## config.mk

```make
export PLATFORM = sky130hd
export DESIGN_NAME = spi_slave_ctrl
export DESIGN_NICKNAME = d
export VERILOG_FILES = /design/src/rtl/spi_slave_ctrl.sv
export SDC_FILE = /design/constraint.sdc
export NUM_CORES = 1
export LEC_CHECK = 0
export BUFFER_PORTS_ARGS = -buffer_cell sky130_fd_sc_hd__buf_2
export CORE_ASPECT_RATIO = 2
export CORE_MARGIN = 2
export CORE_UTILIZATION = 35
export DETAILED_ROUTE_END_ITERATION = 10
export GPL_ROUTABILITY_DRIVEN = 0
export PLACE_DENSITY = 0.64
export SYNTH_ARGS = -nofsm -noshare
export SYNTH_HDL_FRONTEND = slang
export SYNTH_SLANG_ARGS = --single-unit
```

## constraint.sdc

```tcl
create_clock -name i_clk -period 2.5 [get_ports i_clk]
set_input_delay 0.5 -clock i_clk [delete_from_list [all_inputs] [get_ports i_clk]]
set_output_delay 0.5 -clock i_clk [all_outputs]
set_load 0.02 [all_outputs]
```

## src/rtl/spi_slave_ctrl.sv

```systemverilog
// SPI mode-0 (CPOL=0, CPHA=0) slave, MSB first, with all pins oversampled in the clk domain.
// Traffic reaches the core as parallel words: a 1-entry valid/ready TX buffer and a pulsed RX word.
module spi_slave_ctrl #(
    parameter int                    DATA_WIDTH = 8,
    parameter logic [DATA_WIDTH-1:0] DEFAULT_TX = {DATA_WIDTH{1'b1}}
) (
    input  logic                  i_clk,
    input  logic                  i_rst_n,
    input  logic                  i_sclk,
    input  logic                  i_mosi,
    input  logic                  i_cs_n,
    output logic                  o_miso,
    output logic                  o_miso_oe,
    input  logic [DATA_WIDTH-1:0] i_tx_data,
    input  logic                  i_tx_valid,
    output logic                  o_tx_ready,
    output logic [DATA_WIDTH-1:0] o_rx_data,
    output logic                  o_rx_valid,
    output logic                  o_rx_abort,
    output logic                  o_tx_underrun,
    output logic                  o_busy
);
    localparam int                CNT_W    = $clog2(DATA_WIDTH);
    localparam logic [CNT_W-1:0]  LAST_BIT = CNT_W'(DATA_WIDTH - 1);

    typedef enum logic {S_IDLE = 1'b0, S_SHIFT = 1'b1} state_t;

    state_t                  r_state;
    state_t                  w_state_next;
    logic [1:0]              r_rst_pipe;
    logic                    w_rst_n;
    logic                    r_sclk_meta, r_sclk_sync, r_sclk_dly;
    logic                    r_cs_meta, r_cs_sync, r_cs_dly;
    logic                    r_mosi_meta, r_mosi_sync;
    logic                    w_sclk_rise, w_sclk_fall, w_cs_fall, w_cs_rise;
    logic                    w_in_shift, w_bit_rise, w_bit_fall, w_word_done;
    logic                    w_load, w_handshake;
    logic [DATA_WIDTH-1:0]   w_rx_word;
    logic [DATA_WIDTH-1:0]   r_tx_buf, r_tx_shift, r_rx_shift, r_rx_data;
    logic                    r_tx_full, r_reload;
    logic [CNT_W-1:0]        r_bit_cnt;
    logic                    r_rx_valid, r_rx_abort, r_tx_underrun;

    // Reset asserts asynchronously everywhere but is released on a clk edge.
    always_ff @(posedge i_clk or negedge i_rst_n) begin
        if (!i_rst_n) begin
            r_rst_pipe <= 2'b00;
        end else begin
            r_rst_pipe <= {r_rst_pipe[0], 1'b1};
        end
    end
    assign w_rst_n = r_rst_pipe[1];

    always_ff @(posedge i_clk or negedge w_rst_n) begin
        if (!w_rst_n) begin
            r_sclk_meta <= 1'b0;
            r_sclk_sync <= 1'b0;
            r_sclk_dly  <= 1'b0;
            r_cs_meta   <= 1'b1;
            r_cs_sync   <= 1'b1;
            r_cs_dly    <= 1'b1;
            r_mosi_meta <= 1'b0;
            r_mosi_sync <= 1'b0;
        end else begin
            r_sclk_meta <= i_sclk;
            r_sclk_sync <= r_sclk_meta;
            r_sclk_dly  <= r_sclk_sync;
            r_cs_meta   <= i_cs_n;
            r_cs_sync   <= r_cs_meta;
            r_cs_dly    <= r_cs_sync;
            r_mosi_meta <= i_mosi;
            r_mosi_sync <= r_mosi_meta;
        end
    end

    assign w_sclk_rise = r_sclk_sync & ~r_sclk_dly;
    assign w_sclk_fall = ~r_sclk_sync & r_sclk_dly;
    assign w_cs_fall   = ~r_cs_sync & r_cs_dly;
    assign w_cs_rise   = r_cs_sync & ~r_cs_dly;

    // A deselect on the same cycle as an sclk edge takes priority over that edge.
    assign w_in_shift  = (r_state == S_SHIFT);
    assign w_bit_rise  = w_in_shift & w_sclk_rise & ~w_cs_rise;
    assign w_bit_fall  = w_in_shift & w_sclk_fall & ~w_cs_rise;
    assign w_word_done = w_bit_rise & (r_bit_cnt == LAST_BIT);
    assign w_rx_word   = {r_rx_shift[DATA_WIDTH-2:0], r_mosi_sync};
    assign w_load      = (~w_in_shift & w_cs_fall) | (w_bit_fall & r_reload);
    assign w_handshake = i_tx_valid & ~r_tx_full;

    always_ff @(posedge i_clk or negedge w_rst_n) begin
        if (!w_rst_n) begin
            r_state <= S_IDLE;
        end else begin
            r_state <= w_state_next;
        end
    end

    always_comb begin
        w_state_next = r_state;
        case (r_state)
            S_IDLE:  if (w_cs_fall) w_state_next = S_SHIFT;
            S_SHIFT: if (w_cs_rise) w_state_next = S_IDLE;
            default: w_state_next = S_IDLE;
        endcase
    end

    always_comb begin
        o_busy    = 1'b0;
        o_miso_oe = 1'b0;
        o_miso    = 1'b0;
        if (r_state == S_SHIFT) begin
            o_busy    = 1'b1;
            o_miso_oe = 1'b1;
            o_miso    = r_tx_shift[DATA_WIDTH-1];
        end
    end

    // Loads see the buffer as it was at the start of the cycle; a same-cycle
    // handshake only refills the buffer for the following word.
    always_ff @(posedge i_clk or negedge w_rst_n) begin
        if (!w_rst_n) begin
            r_tx_buf      <= '0;
            r_tx_full     <= 1'b0;
            r_tx_shift    <= '0;
            r_tx_underrun <= 1'b0;
        end else begin
            r_tx_underrun <= 1'b0;
            if (w_load) begin
                if (r_tx_full) begin
                    r_tx_shift <= r_tx_buf;
                    r_tx_full  <= 1'b0;
                end else begin
                    r_tx_shift    <= DEFAULT_TX;
                    r_tx_underrun <= 1'b1;
                end
            end else if (w_bit_fall) begin
                r_tx_shift <= {r_tx_shift[DATA_WIDTH-2:0], 1'b0};
            end
            if (w_handshake) begin
                r_tx_buf  <= i_tx_data;
                r_tx_full <= 1'b1;
            end
        end
    end

    always_ff @(posedge i_clk or negedge w_rst_n) begin
        if (!w_rst_n) begin
            r_rx_shift <= '0;
            r_rx_data  <= '0;
            r_rx_valid <= 1'b0;
            r_rx_abort <= 1'b0;
            r_bit_cnt  <= '0;
            r_reload   <= 1'b0;
        end else begin
            r_rx_valid <= 1'b0;
            r_rx_abort <= 1'b0;
            if (w_in_shift & w_cs_rise) begin
                r_bit_cnt  <= '0;
                r_reload   <= 1'b0;
                r_rx_abort <= (r_bit_cnt != '0);
            end else if (~w_in_shift & w_cs_fall) begin
                r_bit_cnt <= '0;
                r_reload  <= 1'b0;
            end else begin
                if (w_bit_rise) begin
                    r_rx_shift <= w_rx_word;
                    if (w_word_done) begin
                        r_rx_data  <= w_rx_word;
                        r_rx_valid <= 1'b1;
                        r_bit_cnt  <= '0;
                        r_reload   <= 1'b1;
                    end else begin
                        r_bit_cnt <= r_bit_cnt + CNT_W'(1);
                    end
                end
                if (w_bit_fall & r_reload) begin
                    r_reload <= 1'b0;
                end
            end
        end
    end

    assign o_tx_ready    = ~r_tx_full;
    assign o_rx_data     = r_rx_data;
    assign o_rx_valid    = r_rx_valid;
    assign o_rx_abort    = r_rx_abort;
    assign o_tx_underrun = r_tx_underrun;

endmodule

```

Word-level counts from Yosys, hierarchy flattened
Cells that the tools add are included.
{ "totals": {"wordCells": 80, "inputBits": 14, "latch_bits": 0, "romBits": 0, "ff_bits": 50, "out_inout_bits": 15, "ramBits": 0, "n_memories": 0} }
{ "classes": {"n_mux": 26, "reduce_logical": 9, "n_shift": 0, "n_eq_ne": 1, "n_lt_le_gt_ge": 0, "div": 0, "multipliers": 0, "bitwise": 23, "n_addsub": 1} }
{ "op_table": {"columns": ["cell", "count"], "rows": [
  ["8-bit 2-to-1 mux", 3],
  ["1-bit 2-to-1 mux", 18],
  ["1-bit AND", 13],
  ["3-bit 2-to-1 mux", 4],
  ["1-bit NOT", 9],
  ["4-bit nonzero test", 2],
  ["3-bit nonzero test", 2],
  ["4-bit AND reduction", 1],
  ["2-bit nonzero test", 2],
  ["3-bit by 1-bit adder with 3-bit output, second input constant", 1],
  ["3-bit equality test, second input constant", 1],
  ["3-bit AND reduction", 1],
  ["1-bit case mux with 2 select lines", 1],
  ["2-bit AND reduction", 1],
  ["1-bit bitwise OR", 1]
]} }

Logic depth before layout (Yosys ltp)
Gate-level depths: netlist (run 1).
{ "logic_depth": {"ltp_word": 10, "ltp_mapped": 6} }

Worst setup path before layout (run 1)
OpenSTA, ideal clock, no wires.
{ "synth_timing": {"path_kind": "reg-to-reg", "start": "reg r_state", "end": "reg r_rx_data[0], in the netlist o_rx_data[0]", "period_less_slack_ns": 1.843, "arrival_time_ns": 1.718, "setup_time_ns": 0.125, "slack_ns": 0.657, "path_buffers": 1, "path_stages_with_launch": 7, "cell_sequence": "dfrtp_1 > buf_6 > inv_4 > nor4_4 > nand2_4 > inv_4 > mux2_4"} }
{ "synth_between": {"elab_chain_cells": 4, "word_cells_on_any_way": 9} }
{ "synth_lines": {"columns": ["element", "line", "rtl"], "rows": [
  ["from (decl)", "28", "state_t r_state;"],
  ["from (signal assigned)", "94", "r_state <= w_state_next;"],
  ["1-bit AND / 1-bit NOT (equally long branches)", null, null],
  ["1-bit AND (on tied branches)", "83, 161", null],
  ["1-bit AND / 1-bit NOT (equally long branches)", null, null],
  ["4-bit AND reduction (no line) (*)", null, null],
  ["to (signal assigned)", "168", "r_rx_data <= w_rx_word;"],
  ["to (decl)", "39", "logic [DATA_WIDTH-1:0] r_tx_buf, r_tx_shift, r_rx_shift, r_rx_data;"]
]} }
Every way passes the cells marked *; elsewhere a longest branch is shown, timed or not.
A chain may end at the register's enable or synchronous reset.

Worst setup path after layout (run 1)
{ "layout_timing": {"start": "reg r_state", "end": "reg r_rx_data[1], in the netlist o_rx_data[1]"} }
Same word-level chain as after synthesis.

==> results of run 1 <==
==> power breakdown <==
group | switching (mW) | leakage [nW] | internal (mW) | total (mW)
sequential | 0.105 | 0.624 | 0.976 | 1.08
combinational | 0.153 | 0.511 | 0.173 | 0.325
clock | 0.294 | 0.0844 | 0.477 | 0.771
==> stage by stage <==
stage	hold slack, ps	area [µm²]
2_1_floorplan	204	2030
3_3_place_gp	93.0	2240
3_5_place_dp	94.3	2240
4_1_cts	100	2420
5_1_grt	120	2420
6_report	96.3	2420
==> placed cells by master, fill, tap and decap left out, types with 2 or more instances in the layout <==
cell type  instances
nor2b_1            2
o21ai_0            9
or2_2              6
dfstp_2            3
buf_2             28
a21oi_1            3
mux2_2             8
inv_1              7
ha_1               3
dfrtp_1           46
a22o_1             8
mux2_4             8
clkbuf_16          5
nand2_1           24
nor2_1            10
buf_4              3
a21o_1             2
inv_4              2
==> per-layer routing <==
| metal | global-route usage [%] | wire length [µm] |
|---|---|---|
| met3 | 2.44 | 90 |
| met5 | 0 | 0 |
| met1 | 12.2 | 1250 |
| met4 | 6.98 | 92 |
| met2 | 21.7 | 2060 |
==> worst min path at each step <==
stage / to / start / slack [ps] / depth (start not counted)
2_1_floorplan: r_rst_pipe[0] / i_rst_n / 200 / 0
3_3_place_gp: r_mosi_meta / r_rst_pipe[1] / 90 / 0
3_5_place_dp: r_mosi_meta / r_rst_pipe[1] / 90 / 0
4_1_cts: r_mosi_sync / r_rst_pipe[1] / 100 / 0
5_1_grt: r_mosi_sync / r_rst_pipe[1] / 120 / 0
6_report: r_mosi_meta / r_rst_pipe[1] / 100 / 0
==> state kept, by name, summed over array words and instances, names as in the netlist, 2 cells and up <==
signal,count
r_tx_shift,8
r_tx_buf,8
r_bit_cnt,3
o_rx_data,8
r_rx_shift,7
r_rst_pipe,2
==> cell families after synthesis <==
kind of cell / Yosys count / synth area share [%]
DFF: 50 / 61.7
muxes: 16 / 10.3
buffers and inverters: 15 / 3.57
other: 1 / 0.184
and+or+nand+nor: 53 / 13.5
adders and majority gates: 3 / 1.85
AOI/OAI and AO/OA: 26 / 8.86
==> area by class of cell <==
type | instances | area, µm² | share of cell area (%)
Clock buffer | 5 | 125 | 5.16
Inverter | 9 | 38.8 | 1.60
Tap cell | 61 | 76.3 | 3.15
Clock inverter | 3 | 47.5 | 1.96
Multi-Input combinational cell | 99 | 707 | 29.2
Timing Repair Buffer | 32 | 173 | 7.12
Sequential cell | 50 | 1260 | 51.8
==> metrics.md, run 1 <==
| Metric | Value |
|---|---|
| Status | completed |
| GR Util All Layers | 12.0% |
| Post-Syn Area | 0.00203 mm² |
| CP Capture Type | flop |
| YS warnings | 0 |
| Clk_lat worst skew | 290 ps |
| Netlist cell types | 35 |
| Slew Limit Fails | 0 |
| Setup Crit Path Kind | reg -> reg |
| CTS max path bufs | 2 |
| Critical path's most frequent cell | inv_4 |
| Gate Count Post-Synth | 164 |
| Hold_buf cts | 1 |
| Drc violations | 0 |
| R2r endpoint | o_rx_data[1] |
| CP startpoint | r_state |
| R2R depth | 5 |
| Vias | 1270 |
| CTS sink cnt | 50 |
| # diodes | 0 |
| Core Area | 0.00566 mm² |
| Main area contributors after synthesis | dfrtp_1, mux2_4, mux2_2 |
| Peak Freq | 521 MHz |
| Die footprint | 0.00648 mm² |
| Placed cells | 250 |
| Relative slew margins | 60.5% |
| Starting Density | 35.9% |
| Non-Filler Instances | 259 |
| Post-Syn Area per Cell | 12.4 µm² |
| Total power | 2.18 mW |
| Worst path max stage delay | 580 ps |
| Area grow syn2layout | 19.1% |
| Worst EP arrival | 2100 ps |
| CP Capture Point | o_rx_data[1] |
| VDD IR max | 0.638 mV |
| Reg2Reg Launch Point | r_state |
| DRT antenna net count | 0 |
| Routed WL | 3500 µm |
| DP HPWL | 2630 µm |
| Post_cts resized | 0 |
| Final Hold Vio Count | 0 |
| Root buffer cell | clkbuf_16 |
| Most common cell in the netlist | dfrtp_1 |
| Reg2Reg Setup Slack | 580 ps |
| Routed WL per cell | 13.5 µm |
| Crit path launch type | flop |
| PD cells | 898 mW/mm² |
| Crit path max-delay cell type | nor4_4 |
| Final setup violating endpoints | 0 |
| Port-buffer cells | 28 |
| Die W | 57.9 µm |
| Post-CTS setup buffer count | 0 |
| Final nets | 214 |
| Crit path cell chain | inv_4 > nor4_4 > nand2_4 > inv_4 > mux2_4 |
| Vias in the first global route | 1212 |
| Clock-pin slew on the worst setup and hold paths | 70 ps |
| Cell taking the most area after synthesis | dfrtp_1 |
| Leakage | 1.22 nW |
| # rows | 39 |
| Final core utilization | 42.8% |
| Share of flip-flops with an asynchronous set or reset | 100% |
| CTS H-Tree Depth | 2 |
| Net count after synthesis | 181 |
| Num CTS Buffers | 5 |
| Antenna violations before repair | 0 |
| Fill cell count | 538 |
| Synth top cells by count | dfrtp_1, nand2_1, nor2_1, o21ai_0 |
| Final clock skew | 7.39 ps |
| I/O pins | 29 |
| Slew @ Worst Pin | 588 ps |
| Fin crit period | 1920 ps |
| Area share of the largest cell type after synthesis | 57.8% |
| FF+latch count, synth | 50 |
| Final Cycle Share | 76.8% |
| Buf/Inv on CP | 2 |
| Post-place setup slack | 562 ps |
| Prevailing post-synth register cell | dfrtp_1 |
| Chip Height | 112 µm |
| Critical path fanouts, max | 11 |
| RSZ-0062 raised after global routing | false |
| MaxCap Viol Count | 0 |
| Final setup margin | 581 ps |
| Hold/Removal Path Class | reg -> async |
| Critical path depth | 5 |
| Overflow after GRT | 0 |
| First-pass GRT wire length | 5730 µm |
| DR vias/cell | 4.90 |
| CTS tree | done |
| Pre-Repair DR Iteration Count | 4 |
| DRT iter0 DRCs | 14 |
| Final setup TNS | 0 ps |
| Fraction of layout cells with a size suffix above 1 | 35.4% |
| CP required | 2680 ps |
| Sequential-to-total area share from yosys stat | 61.7% |
| EDFF count, synth | 0 |
| Crit-path leading delay family | simple AND/OR/NAND/NOR gates |
| Largest net degree at the start of global routing | 42 |
(Power assumes the default switching activity.)
==> inputs of run 2 (changes only) <==
Settings changed: ABC_AREA set to 1, PLACE_DENSITY 0.64 to 0.66.
Clock period 2.5 ns to 1.6 ns, I/O delays scaled along.
==> metrics.md, run 2 <==
| Metric | Value |
|---|---|
| Status | finished with violations |
| Failing checks | DRC |
| Crit path cell chain | ha_1 > ha_1 > nand2_2 > inv_1 > nand2_1 > nand2_1 |
| Setup Crit Path Kind | reg -> reg |
| Share of flip-flops with an asynchronous set or reset | 100% |
| Sequential-to-total area share from yosys stat | 59.8% |
| CTS sink cnt | 50 |
| PD cells | 1480 mW/mm² |
| Hold_ws | 125 ps |
| Met3 wire len | 116 µm |
| CTS tree | done |
| Peak Freq | 675 MHz |
| VDD IR max | 1.17 mV |
| Antenna violations before repair | 0 |
| Clk_lat worst skew | 290 ps |
| Post-Syn Area | 0.00210 mm² |
| RSZ-0062 raised after global routing | false |
| Fin crit period | 1480 ps |
| CP required | 1780 ps |
| Routed WL per cell | 12.6 µm |
| Pre-Repair DR Iteration Count | 7 |
| Starting Density | 36.4% |
| Net count after synthesis | 224 |
| Crit path max-delay cell type | dfrtp_1 |
| Leakage | 1.31 nW |
| Worst EP arrival | 1660 ps |
| Final nets | 259 |
| Final setup margin | 118 ps |
| DRT iter0 DRCs | 38 |
| Clock-pin slew on the worst setup and hold paths | 70 ps |
| Sequential power share | 47.0% |
| Vias in the first global route | 1550 |
| Main area contributors after synthesis | dfrtp_1, nand3_1, nand2_1 |
| Netlist cell types | 22 |
| Hold/Removal Path Class | reg -> async |
| Commonest non-fill, non-tap cell in the layout | dfrtp_1 |
| Commonest cells after routing, fill and taps aside | dfrtp_1, nand2_1, nand3_1, buf_2, inv_1 |
| Fraction of layout cells with a size suffix above 1 | 29.2% |
| Post-DP Area | 0.00230 mm² |
| Area share of the largest cell type after synthesis | 56.1% |
| Synth top cells by count | dfrtp_1, nand2_1, nand3_1, inv_1, nor2_1 |
| First-pass GRT wire length | 6740 µm |
| Max layer used | met4 |
| Num CTS Buffers | 5 |
| Overflow after GRT | 0 |
| Routed WL | 3820 µm |
| Core Area | 0.00576 mm² |
| Port-buffer cells | 28 |
| Total power | 3.67 mW |
| Slew Limit Fails | 0 |
| Final Cycle Share | 92.6% |
| Die W | 58.7 µm |
| Clock power share | 32.6% |
| Switch share | 28.6% |
| Post-CTS setup buffer count | 0 |
| Final Hold Vio Count | 0 |
| CP Capture Type | flop |
| Chip Height | 113 µm |
| Net Sw Power | 1.05 mW |
| Worst path max stage delay | 400 ps |
| Critical path fanouts, max | 16 |
| Most common cell in the netlist | dfrtp_1 |
| Placed cells | 295 |
| EDFF count, synth | 0 |
| Vias | 1452 |
| Met2 Wirelength | 2100 µm |
| Crit path launch type | flop |
| # diodes | 0 |
| Root buffer cell | clkbuf_16 |
| Gate Count Post-Synth | 207 |
| Drc violations | 2 |
| I/O pins | 29 |
| M1 wire length | 1520 µm |
| Final setup violating endpoints | 0 |
| DP HPWL | 2840 µm |
| Prevailing post-synth register cell | dfrtp_1 |
| CTS max path bufs | 2 |
| Fill cell count | 577 |
| Final core utilization | 43.0% |
| MaxCap Viol Count | 0 |
| Cell taking the most area after synthesis | dfrtp_1 |
| Post-place setup slack | 124 ps |
| GR Util All Layers | 13.2% |
| Logic pwr share | 20.4% |
| Post-Syn Area per Cell | 10.1 µm² |
| Largest net degree at the start of global routing | 41 |
| # rows | 39 |
| Non-Filler Instances | 304 |
| Final Instance Area | 0.00247 mm² |
| CTS H-Tree Depth | 2 |
| Final clock skew | 7.35 ps |
| Final setup TNS | 0 ps |
| Area grow syn2layout | 18.0% |
| DRT antenna net count | 0 |
| Die footprint | 0.00666 mm² |
| YS warnings | 0 |
| DR vias/cell | 4.78 |
| Pint | 2.62 mW |
| FF+latch count, synth | 50 |
run 2: cell types whose count changed after synthesis, moves of 7 or more:
cell     delta
o21ai_2     +7
nand3_1    +30
a22o_1      -8
nand2_1    +15
inv_1      +20
mux2_4      -8
run 2: logic make-up after synthesis:
| kind of cell | synth area share (%) |
|---|---|
| other cells | 0.179 |
| buf+inv | 8.65 |
| simple gates | 19.9 |
| fa+ha+maj | 1.79 |
| flops | 59.8 |
| mux | 3.76 |
| compound gates | 5.91 |
run 2: cell type report:
| class | count | area, µm² | share of cell area (%) |
|---|---|---|---|
| Inverter | 30 | 113 | 4.55 |
| Clock buffer | 5 | 125 | 5.06 |
| Timing Repair Buffer | 34 | 200 | 8.09 |
| Multi-Input combinational cell | 121 | 661 | 26.7 |
| Clock inverter | 3 | 43.8 | 1.77 |
| Tap cell | 61 | 76.3 | 3.08 |
| Sequential cell | 50 | 1260 | 50.8 |
run 2: final timing paths:
check / depth (start not counted) / endpoint / slack [ps] / start
setup / recovery: 6 / o_rx_data[0] / 120 / r_bit_cnt[0]
hold / removal: 0 / r_tx_buf[1] / 130 / r_rst_pipe[1]
setup reg to reg: 6 / o_rx_data[0] / 120 / r_bit_cnt[0]
hold reg to reg: 0 / r_tx_buf[1] / 130 / r_rst_pipe[1]
max in group asynchronous: 1 / r_cs_dly / 930 / r_rst_pipe[1]
min in group i_clk: 1 / r_cs_meta / 130 / i_cs_n
run 2: repair_timing:
item                                   4_1_cts  5_1_grt
endpoints found under the hold margin        2        0
hold buffers                                 1        0
gates resized for setup                      0        0
run 2: power groups by stage:
stage	Combinational (mW)	Sequential [mW]	Clock, mW
after floorplan	0.573	1.74	0
after global placement	0.734	1.74	0
after detailed placement	0.757	1.75	0
after CTS	0.765	1.73	1.23
after global routing	0.878	1.77	1.28
final	0.750	1.73	1.20
run 2: per-layer routing:
layer  vias to the layer above  global-route usage (%)
met1                       697                    14.3
met2                        23                    23.9
met4                         0                    6.21
li1                        725                       -
met5                         -                       0
met3                         7                    2.38
run 2: critical path, delay by kind of cell, from the launching register on:
family                   cells  cell delay [ps]
adder cells (fa/ha/maj)      2              440
AND/OR/NAND/NOR              3              430
flip-flops                   1              400
buffers and inverters        1              100
